## config.mk

```make
export PLATFORM = sky130hd
export DESIGN_NAME = reverse_dabble
export DESIGN_NICKNAME = d
export VERILOG_FILES = /design/src/rtl/reverse_dabble_pkg.sv /design/src/rtl/dabble_digit_correct.sv /design/src/rtl/reverse_dabble.sv
export SDC_FILE = /design/constraint.sdc
export NUM_CORES = 1
export LEC_CHECK = 0
export BUFFER_PORTS_ARGS = -buffer_cell sky130_fd_sc_hd__buf_4
export CAP_MARGIN = 15
export CELL_PAD_IN_SITES_DETAIL_PLACEMENT = 0
export CELL_PAD_IN_SITES_GLOBAL_PLACEMENT = 1
export CORE_MARGIN = 2
export CORE_UTILIZATION = 35
export DETAILED_ROUTE_END_ITERATION = 16
export GPL_TIMING_DRIVEN = 0
export PLACE_DENSITY = 0.77
export SYNTH_ARGS = -nofsm -noshare
export SYNTH_HDL_FRONTEND = slang
export SYNTH_SLANG_ARGS = --single-unit
```

## constraint.sdc

```tcl
create_clock -name Clock -period 1.85 [get_ports Clock]
set_input_delay 0.185 -clock Clock [delete_from_list [all_inputs] [get_ports Clock]]
set_output_delay 0.185 -clock Clock [all_outputs]
set_load 0.02 [all_outputs]
```

## src/rtl/reverse_dabble_pkg.sv

```systemverilog
// Shared definitions for the reverse double-dabble BCD-to-binary converter.
// State encoding, digit width and the shift-right/subtract-3 correction constants.
package reverse_dabble_pkg;

    typedef enum logic {
        ST_IDLE  = 1'b0,
        ST_SHIFT = 1'b1
    } state_t;

    localparam int          DIGIT_BITS  = 4;
    localparam logic [3:0]  CORR_THRESH = 4'd8;
    localparam logic [3:0]  CORR_SUB    = 4'd3;

    function automatic logic digit_invalid(input logic [DIGIT_BITS-1:0] digit);
        return digit > 4'd9;
    endfunction

endpackage

```

## src/rtl/dabble_digit_correct.sv

```systemverilog
// Single BCD nibble correction for reverse double-dabble: digits >= 8 lose 3.
// Purely combinational; one instance per BCD digit.
module dabble_digit_correct
    import reverse_dabble_pkg::*;
(
    input  logic [DIGIT_BITS-1:0] digit_i,
    output logic [DIGIT_BITS-1:0] digit_o
);

    assign digit_o = (digit_i >= CORR_THRESH) ? (digit_i - CORR_SUB) : digit_i;

endmodule

```

## src/rtl/reverse_dabble.sv

```systemverilog
// Sequential BCD-to-binary converter (reverse double-dabble), one result per OUTPUT_BITS cycles.
// Optional macro REVERSE_DABBLE_DIGIT_CHECK_EN adds Error_o and forces the result to 0 on non-decimal digits.
//
// state    | meaning
// ST_IDLE  | waiting for Start_i, results held
// ST_SHIFT | shifting right and correcting digits, one iteration per cycle
module reverse_dabble
    import reverse_dabble_pkg::*;
#(
    parameter int INPUT_DIGITS = 3,
    parameter int OUTPUT_BITS  = 10
) (
    input  logic                           Clock,
    input  logic                           Reset,
    input  logic [INPUT_DIGITS*4-1:0]      BCD_i,
    input  logic                           Start_i,
    output logic                           Busy_o,
    output logic                           Done_o,
    output logic [OUTPUT_BITS-1:0]         Binary_o,
`ifdef REVERSE_DABBLE_DIGIT_CHECK_EN
    output logic                           Error_o,
`endif
    output logic                           Overflow_o
);

    localparam int BCD_W = INPUT_DIGITS * DIGIT_BITS;
    localparam int CNT_W = $clog2(OUTPUT_BITS + 1);
    localparam int REG_W = BCD_W + OUTPUT_BITS;

    state_t                 state_q, state_d;
    logic [REG_W-1:0]       work_q, work_d;
    logic [CNT_W-1:0]       cnt_q, cnt_d;
    logic                   busy_q, busy_d;
    logic                   done_q, done_d;
    logic [OUTPUT_BITS-1:0] bin_q, bin_d;
    logic                   ovf_q, ovf_d;

    logic [BCD_W-1:0]       bcd_shift, bcd_corr;
    logic [OUTPUT_BITS-1:0] bin_shift;
    logic                   last_iter;

    assign {bcd_shift, bin_shift} = work_q >> 1;
    assign last_iter = (cnt_q == CNT_W'(OUTPUT_BITS - 1));

    for (genvar g = 0; g < INPUT_DIGITS; g++) begin : g_corr
        dabble_digit_correct u_corr (
            .digit_i (bcd_shift[g*DIGIT_BITS +: DIGIT_BITS]),
            .digit_o (bcd_corr[g*DIGIT_BITS +: DIGIT_BITS])
        );
    end

`ifdef REVERSE_DABBLE_DIGIT_CHECK_EN
    // Bad-digit flag is captured at start and only published alongside Done_o.
    logic chk_q, chk_d;
    logic err_q, err_d;
    logic start_bad;

    always_comb begin
        start_bad = 1'b0;
        for (int i = 0; i < INPUT_DIGITS; i++) begin
            start_bad = start_bad | digit_invalid(BCD_i[i*DIGIT_BITS +: DIGIT_BITS]);
        end
    end

    always_ff @(posedge Clock or negedge Reset) begin
        if (!Reset) begin
            chk_q <= 1'b0;
            err_q <= 1'b0;
        end else begin
            chk_q <= chk_d;
            err_q <= err_d;
        end
    end

    assign Error_o = err_q;
`endif

    always_comb begin
        state_d = state_q;
        work_d  = work_q;
        cnt_d   = cnt_q;
        busy_d  = busy_q;
        done_d  = 1'b0;
        bin_d   = bin_q;
        ovf_d   = ovf_q;
`ifdef REVERSE_DABBLE_DIGIT_CHECK_EN
        chk_d   = chk_q;
        err_d   = err_q;
`endif
        case (state_q)
            ST_IDLE: begin
                if (Start_i) begin
                    work_d  = {BCD_i, {OUTPUT_BITS{1'b0}}};
                    cnt_d   = '0;
                    busy_d  = 1'b1;
                    state_d = ST_SHIFT;
`ifdef REVERSE_DABBLE_DIGIT_CHECK_EN
                    chk_d   = start_bad;
`endif
                end
            end
            ST_SHIFT: begin
                work_d = {bcd_corr, bin_shift};
                cnt_d  = cnt_q + CNT_W'(1);
                if (last_iter) begin
                    bin_d   = bin_shift;
                    ovf_d   = |bcd_corr;
                    done_d  = 1'b1;
                    busy_d  = 1'b0;
                    state_d = ST_IDLE;
`ifdef REVERSE_DABBLE_DIGIT_CHECK_EN
                    err_d   = chk_q;
                    if (chk_q) begin
                        bin_d = '0;
                        ovf_d = 1'b0;
                    end
`endif
                end
            end
            default: state_d = ST_IDLE;
        endcase
    end

    always_ff @(posedge Clock or negedge Reset) begin
        if (!Reset) begin
            state_q <= ST_IDLE;
            work_q  <= '0;
            cnt_q   <= '0;
            busy_q  <= 1'b0;
            done_q  <= 1'b0;
            bin_q   <= '0;
            ovf_q   <= 1'b0;
        end else begin
            state_q <= state_d;
            work_q  <= work_d;
            cnt_q   <= cnt_d;
            busy_q  <= busy_d;
            done_q  <= done_d;
            bin_q   <= bin_d;
            ovf_q   <= ovf_d;
        end
    end

    assign Busy_o     = busy_q;
    assign Done_o     = done_q;
    assign Binary_o   = bin_q;
    assign Overflow_o = ovf_q;

endmodule
```

# == After elaboration in Yosys (flattened, before gate mapping) ==
# Cells that the tools add are included.
# word_totals
ff_bits,40
latchBits,0
ramBits,0
rom_bits,0
inputBits,15
output_inout_bits,13
mem_count,0
# classes
addsub,4
n_mul,0
div,0
order_cmp,3
eq_ne,3
shifts,0
muxes,15
n_bitwise,1
reduce_logical,3
# ops
cell,count
case mux 22 bit (2 select lines),1
two-way mux 22 bit,1
two-way mux 4 bit,4
OR reduction 12 bit,1
"greater-or-equal comparator 4 bit, second input constant",2
case mux 4 bit (2 select lines),1
"subtractor 4 x 2 -> 4 bit, second input constant",2
two-way mux 1 bit,6
"adder 4 x 1 -> 4 bit, second input constant",1
"== test 4 bit, second input constant",1
"greater-or-equal comparator 3 x 4 -> 1 bit, second input constant",1
case mux 1 bit (2 select lines),2
AND reduction 2 bit,2
"subtractor 3 x 2 -> 4 bit, second input constant",1
"!= test 2 x 1 -> 1 bit, second input constant",1
"!= test 2 bit, second input constant",1
NOT 1 bit,1

# == Longest topological paths before layout ==
# Gate-level depths: netlist of run 1.
# logic_depth
ltp_word,3
ltp_mapped,7

# == By module ==
# Synthesis of run 1 repeated with hierarchy kept, for this count alone.
# unflattened
hier_cells,198
area_unflattened_um2,1900.6
# by_module_without_submodules
module,instances,cells_per_inst,area_each_um2,seq_area_each_um2
reverse_dabble,1,165,1671.6,975.9
dabble_digit_correct,3,11,76.3,0.0

# == Worst setup path after synthesis of run 1 ==
# OpenSTA, ideal clock, no wires.
# synth_timing
path_kind,register to register
startpoint,register work_q[12]
endpoint,register ovf_q (netlist: Overflow_o)
arrival_time_ps,1139
required_ps,1716
slack_ps,578
stages_incl_launch_ff,4
path_buffers,0
cell_sequence,dfrtp_1 > or4_4 > nor4_2 > a31oi_1
# synth_via
elab_chain_len,3
# synth_rtl
element,line,source
from (decl),reverse_dabble.sv:31,"logic [REG_W-1:0] work_q, work_d;"
from (signal assigned),reverse_dabble.sv:135,work_q <= work_d;
subtractor 4 x 2 -> 4 bit or greater-or-equal comparator 4 bit (tied branches),dabble_digit_correct.sv:10,assign digit_o = (digit_i >= CORR_THRESH) ? (digit_i - CORR_SUB) : digit_i;
two-way mux 4 bit (*),dabble_digit_correct.sv:10,
OR reduction 12 bit (*),reverse_dabble.sv:107,ovf_d = |bcd_corr;
to (signal assigned),reverse_dabble.sv:140,ovf_q <= ovf_d;
to (decl),reverse_dabble.sv:36,"logic ovf_q, ovf_d;"
# Every way passes the cells marked *; elsewhere a longest branch is shown, timed or not.
# A chain may end at the register's enable or synchronous reset.

# == Worst setup path in the final report of run 1 ==
# layout_timing
startpoint,register cnt_q[0]
endpoint,register bin_q[2] (netlist: Binary_o[2])
# layout_via
elab_chain_len,2
# layout_rtl
element,line,source
from (decl),reverse_dabble.sv:32,"logic [CNT_W-1:0] cnt_q, cnt_d;"
from (signal assigned),reverse_dabble.sv:136,cnt_q <= cnt_d;
== test 4 bit,reverse_dabble.sv:43,assign last_iter = (cnt_q == CNT_W'(OUTPUT_BITS - 1));
AND reduction 2 bit (no line),-,
to (signal assigned),reverse_dabble.sv:139,bin_q <= bin_d;
to (decl),reverse_dabble.sv:35,"logic [OUTPUT_BITS-1:0] bin_q, bin_d;"
# Every way passes these cells.

==> results of run 1 <==
tightest hold or removal path, cell delays in order:
cell	delay (ns)
buf_4	0.08
mux2i_1	0.05
nor2_1	0.08
per-layer routing:
metal / up-vias / track usage / routed length, um
li1: 658 / - / -
met1: 586 / 0.183 / 1630
met2: 31 / 0.226 / 1610
met3: 9 / 0.0370 / 157
met4: 0 / 0.0721 / 84
met5: - / 0 / 0
kinds of logic (layout without fill, tap and decap cells):
family / count (synthesis) / in the layout / share of synthesized area
fa+ha+maj: 6 / 6 / 0.0422
simple gates: 64 / 64 / 0.159
compound gates: 35 / 35 / 0.127
flops: 39 / 39 / 0.548
xor+xnor: 5 / 5 / 0.0246
buf+inv: 18 / 54 / 0.0429
mux: 10 / 10 / 0.0562
area by class of cell:
cell class / count / area, um^2 / share of cell area
flip-flops and latches: 39 / 976 / 0.451
multi-input cells: 120 / 728 / 0.336
repair buffers: 28 / 213 / 0.0982
well taps: 67 / 83.8 / 0.0387
clock buffers: 5 / 68.8 / 0.0318
plain buffers: 11 / 50.0 / 0.0231
inverters: 7 / 26.3 / 0.0121
clock inverters: 3 / 20.0 / 0.00924
stage by stage:
step | total power, uW | hold WS [ns] | util
6_report | 3490 | 0.133 | 0.450
3_5_place_dp | 2960 | 0.189 | 0.429
2_1_floorplan | 2490 | -0.111 | -
3_3_place_gp | 2920 | 0.189 | 0.429
4_1_cts | 3540 | 0.129 | 0.450
5_1_grt | 3810 | 0.166 | 0.450
cells in the mapped netlist (all sizes together):
cell type | number | area (um^2)
xnor2 | 2 | 17.5
o211a | 4 | 40.0
dfrtp | 39 | 976
a22o | 7 | 61.3
clkbuf | 4 | 15.0
or4 | 1 | 11.3
nand4b | 3 | 26.3
a31oi | 1 | 6.26
nor4 | 1 | 12.5
xor2 | 3 | 26.3
ha | 6 | 75.1
mux2i | 10 | 100
nor2 | 5 | 18.8
o22ai | 3 | 18.8
buf | 7 | 35.0
nor2b | 3 | 18.8
nand3 | 1 | 5.00
o21ai | 12 | 60.1
or2 | 1 | 6.26
nand2 | 49 | 184
inv | 7 | 26.3
a21oi | 8 | 40.0
power groups by stage:
stage / clock, uW / sequential (uW) / combinational, uW
after floorplan: 0 / 1600 / 890
after global placement: 0 / 1520 / 1400
after detailed placement: 0 / 1530 / 1420
after CTS: 591 / 1520 / 1430
after global routing: 635 / 1570 / 1610
final: 575 / 1510 / 1410
registers in the layout (all words and copies together) (netlist names):
| register | cells |
|---|---|
| Busy_o | 1 |
| Done_o | 1 |
| Overflow_o | 1 |
| state_q | 1 |
| work_q | 21 |
| cnt_q | 4 |
| Binary_o | 10 |
how the worst max path moves through the flow:
stage          cells after the start       start     endpoint  slack, ns
2_1_floorplan                      3  work_q[12]   Overflow_o       0.58
3_3_place_gp                       5    cnt_q[0]  Binary_o[7]       0.38
3_5_place_dp                       5    cnt_q[0]  Binary_o[9]       0.38
4_1_cts                            5    cnt_q[0]  Binary_o[9]       0.34
5_1_grt                            6    cnt_q[1]  Binary_o[4]       0.23
6_report                           5    cnt_q[0]  Binary_o[2]       0.37
timing repair:
item,4_1_cts,5_1_grt
endpoints found under the setup margin,0,0
hold endpoints to repair,39,0
gates resized for setup,0,0
hold buffers,1,0
==> flow_summary.ini, run 1 <==
[outcome]
status = complete, no violations

[sta]
finalHoldViolCount = 0
worstMarginPinSlew_ns = 0.492
slew_violations = 0
final.min_clock_period_ns = 1.48
setup-violations-final = 0
fin_tns_setup_ns = 0
setup_ws_ns = 0.368
post-route-period-util = 0.801
rsz0062_at_grt = false
slew_headroom = 0.672
fmax_ghz = 0.675
finClkSkew_ns = 0.00531

[floorplan]
start_util = 0.370
core_area_um2 = 4820
std_cell_rows = 25
io_pins = 28
die_area_um2 = 5670
die_h_um = 75.3
die_w_um = 75.3

[worst_setup_path]
crit_family = flip-flops
regToRegSetupSlack_ns = 0.37
cp.required_ns = 2.08
worstSetupPathType = reg -> reg
r2r_cells = 5
r2r-end = Binary_o[2]
critical-path-slowest-cell = dfrtp_1
crit_path_start_kind = flip-flop
path_common_cell = nand2_1
worstPathMaxFanout = 10
cp_cell_sequence = ha_1 -> nand4b_1 -> clkbuf_1 -> nand2_1 -> nand2_1
crit_buf_inv = 1
r2r-start = cnt_q[0]
endpoint_kind = flip-flop
crit_path_max_incr_delay_ns = 0.43
cp.arrival_ns = 1.72

[routing]
vias_per_cell = 4.59
drtPass1Iterations = 4
wl_um = 3490
dr_total_vias = 1284
post_drt_wl_per_cell_um = 12.5
drc_errors = 0
detailedRoute.firstIterationViolations = 63
antenna_left = 0

[clock_tree]
postCtsSetupBuffers = 0
clock-sinks = 39
h-tree-depth = 2
root_buffer = clkbuf_8
numCtsBuffers = 5
clk_pin_slew_worst_paths_ns = 0.08
cts_tree = built
insertion_delay_ns = 0.29
clk_path_buf_depth = 2

[finish]
final_cell_area_um2 = 2170
nFillCells = 507
final_cell_mix = nand2_1 (49), dfrtp_1 (39), buf_4 (27)
nets = 233
area_delta_synth_final_pct = 21.6
final_common_cell = nand2_1
drive_gt1_frac = 0.221
final_cells = 280
diodes = 0

[min_path]
hold_end = work_q[21]
hold_start = BCD_i[11]
hold_class = in -> reg
min_path_cells = 3

[power_and_ir_drop]
power_density_nw_per_um2 = 1610
power.internal_uw = 2150
clock_power_share = 0.165
ir_worst_vdd_v = 0.000572
leakagePower_uw = 0.00110
combPwrFrac = 0.403
power.share.sequential = 0.432
p_sw_uw = 1350
swShare = 0.385

[grt]
grt_max_degree = 40
grt_pass1_vias = 1308
track_usage = 0.143
overflow = 0
grt_first_pass_wirelength_um = 5950
antenna_found_initial = 0

[placement]
pre_cts_ws_ns = 0.378
dpl_cell_area_um2 = 2070
hpwl_um = 2390
dp_cells = 271
portBuffers = 27
place.gp.congestion = 0.740

[flow_run]
cap_viol_max_count = 0

[synth]
synth_warnings = 0
avgSynthCellArea_um2 = 10.1
ys_ff_latch = 39
post_synth_inst_count = 177
seq_area_frac_synth = 0.548
synth_area_um2 = 1780
synth_nets = 198
yosys.cell_types.count = 23
No activity file was read; power rests on OpenSTA's default activity.
==> run 2: changes to the inputs <==
Clock period 1.85 ns to 1.5 ns, I/O delays scaled along.
==> run 2 against run 1 <==
Sequential power rose by 24%. Clock-buffer cell count unchanged. Die area is the same. Clock skew is essentially flat. Utilization rose by 0.42 points. Sequential share of layout area is 0.36 points lower. Global-route usage unchanged. Critical endpoint is now Overflow_o. Largest power group unchanged. Highest routed layer unchanged.
==> flow_summary.ini, run 2 (same netlist as run 1, synthesis figures left out) <==
[routing]
route.met3.wl_um = 166
drtPass1Iterations = 4
top_layer = met4
drc_errors = 0
detailedRoute.firstIterationViolations = 59
wl_met1_um = 1630
dr_total_vias = 1297
post_drt_wl_per_cell_um = 12.4
wl_um = 3510
antenna_left = 0
vias_per_cell = 4.60
routed-wl-met2_um = 1630

[power_and_ir_drop]
power_density_nw_per_um2 = 1980
clock_power_share = 0.164
power.internal_uw = 2670
power.share.sequential = 0.431
leakagePower_uw = 0.00111
p_sw_uw = 1670
swShare = 0.384
combPwrFrac = 0.406
total_power_uw = 4340
ir_worst_vdd_v = 0.000706

[flow_run]
cap_viol_max_count = 0

[sta]
fmax_ghz = 0.727
finalHoldViolCount = 0
slew_headroom = 0.674
rsz0062_at_grt = false
setup_ws_ns = 0.124
worstMarginPinSlew_ns = 0.490
finClkSkew_ns = 0.00520
whs_ns = 0.0976
post-route-period-util = 0.917
setup-violations-final = 0
slew_violations = 0
fin_tns_setup_ns = 0
final.min_clock_period_ns = 1.38

[floorplan]
start_util = 0.370
die_h_um = 75.3
std_cell_rows = 25
io_pins = 28
die_area_um2 = 5670
core_area_um2 = 4820
die_w_um = 75.3

[worst_setup_path]
r2r-end = Overflow_o
regToRegSetupSlack_ns = 0.12
r2r-start = work_q[12]
r2r_cells = 3
endpoint_kind = flip-flop
worstSetupPathType = reg -> reg
cp.arrival_ns = 1.54
cp_cell_sequence = or4_4 -> nor4_2 -> a31oi_1
crit_path_start_kind = flip-flop
worstPathMaxFanout = 5
critical-path-slowest-cell = or4_4
cp.required_ns = 1.67
crit_path_max_incr_delay_ns = 0.55
startpoint = work_q[12]

[finish]
largest_reg_flops = 21
nets = 235
area_delta_synth_final_pct = 22.8
diodes = 0
final_common_cell = nand2_1
drive_gt1_frac = 0.237
final_cell_area_um2 = 2190
top_register = work_q
final_cell_mix = nand2_1 (49), dfrtp_1 (38), buf_4 (30)

[grt]
grt_first_pass_wirelength_um = 5950
grt_pass1_vias = 1308
antenna_found_initial = 0
grt_max_degree = 40
track_usage = 0.143
overflow = 0

[placement]
pre_cts_ws_ns = 0.0278
place.gp.congestion = 0.740
portBuffers = 27
hpwl_um = 2390
dpl_cell_area_um2 = 2070

[clock_tree]
clock-sinks = 39
clk_pin_slew_worst_paths_ns = 0.08
h-tree-depth = 2
root_buffer = clkbuf_8
clk_path_buf_depth = 2
numCtsBuffers = 5
insertion_delay_ns = 0.29
cts_tree = built

[min_path]
hold_start = BCD_i[11]
hold_end = work_q[21]
hold_class = in -> reg
min_path_cells = 3

[outcome]
status = complete, no violations
==> run 2: power by group through the flow <==
stage | clock, uW | combinational [uW] | sequential (uW)
after global placement | 0 | 1730 | 1880
after global routing | 783 | 2010 | 1940
after detailed placement | 0 | 1760 | 1890
after CTS | 729 | 1770 | 1870
after floorplan | 0 | 1100 | 1970
final | 710 | 1760 | 1870
==> run 2: cell type report <==
type | instances | area (um^2)
fillers | 505 | 2630
flip-flops and latches | 39 | 977
multi-input cells | 120 | 728
repair buffers | 30 | 228
well taps | 67 | 83.8
clock buffers | 5 | 68.8
plain buffers | 11 | 53.8
inverters | 7 | 26.3
clock inverters | 3 | 20.0
==> run 2: worst max-delay path, delay by kind of cell, from the launching register on <==
kind / cells / cell delay (ns)
AO/OA/AOI/OAI: 1 / 0.11
flip-flops: 1 / 0.43
AND/OR/NAND/NOR: 2 / 0.72
==> run 2: what timing repair did <==
| action | 4_1_cts | 5_1_grt |
|---|---|---|
| hold buffers | 1 | 0 |
| buffers inserted | 0 | 2 |
| gates resized for setup | 1 | 3 |
| endpoints found under the setup margin | 2 | 10 |
| hold endpoints to repair | 39 | 0 |
==> run 2: stage by stage <==
step | utilization | instances
after CTS | 0.450 | 280
after detailed placement | 0.429 | 271
after global placement | 0.429 | 271
final | 0.454 | 282
after global routing | 0.454 | 282
after floorplan | - | 177
==> run 2: how the worst max path moves through the flow <==
stage	to	slack (ns)	cells after the start
after floorplan	Overflow_o	0.23	3
after global placement	Binary_o[7]	0.03	5
after detailed placement	Binary_o[9]	0.03	5
after CTS	Binary_o[9]	0.1	7
after global routing	Binary_o[4]	0.02	6
final	Overflow_o	0.12	3
==> run 2: metal layers <==
| metal | global-route usage | vias to the layer above |
|---|---|---|
| li1 | - | 666 |
| met1 | 0.183 | 590 |
| met2 | 0.226 | 32 |
| met3 | 0.0370 | 9 |
| met4 | 0.0721 | 0 |
| met5 | 0 | - |
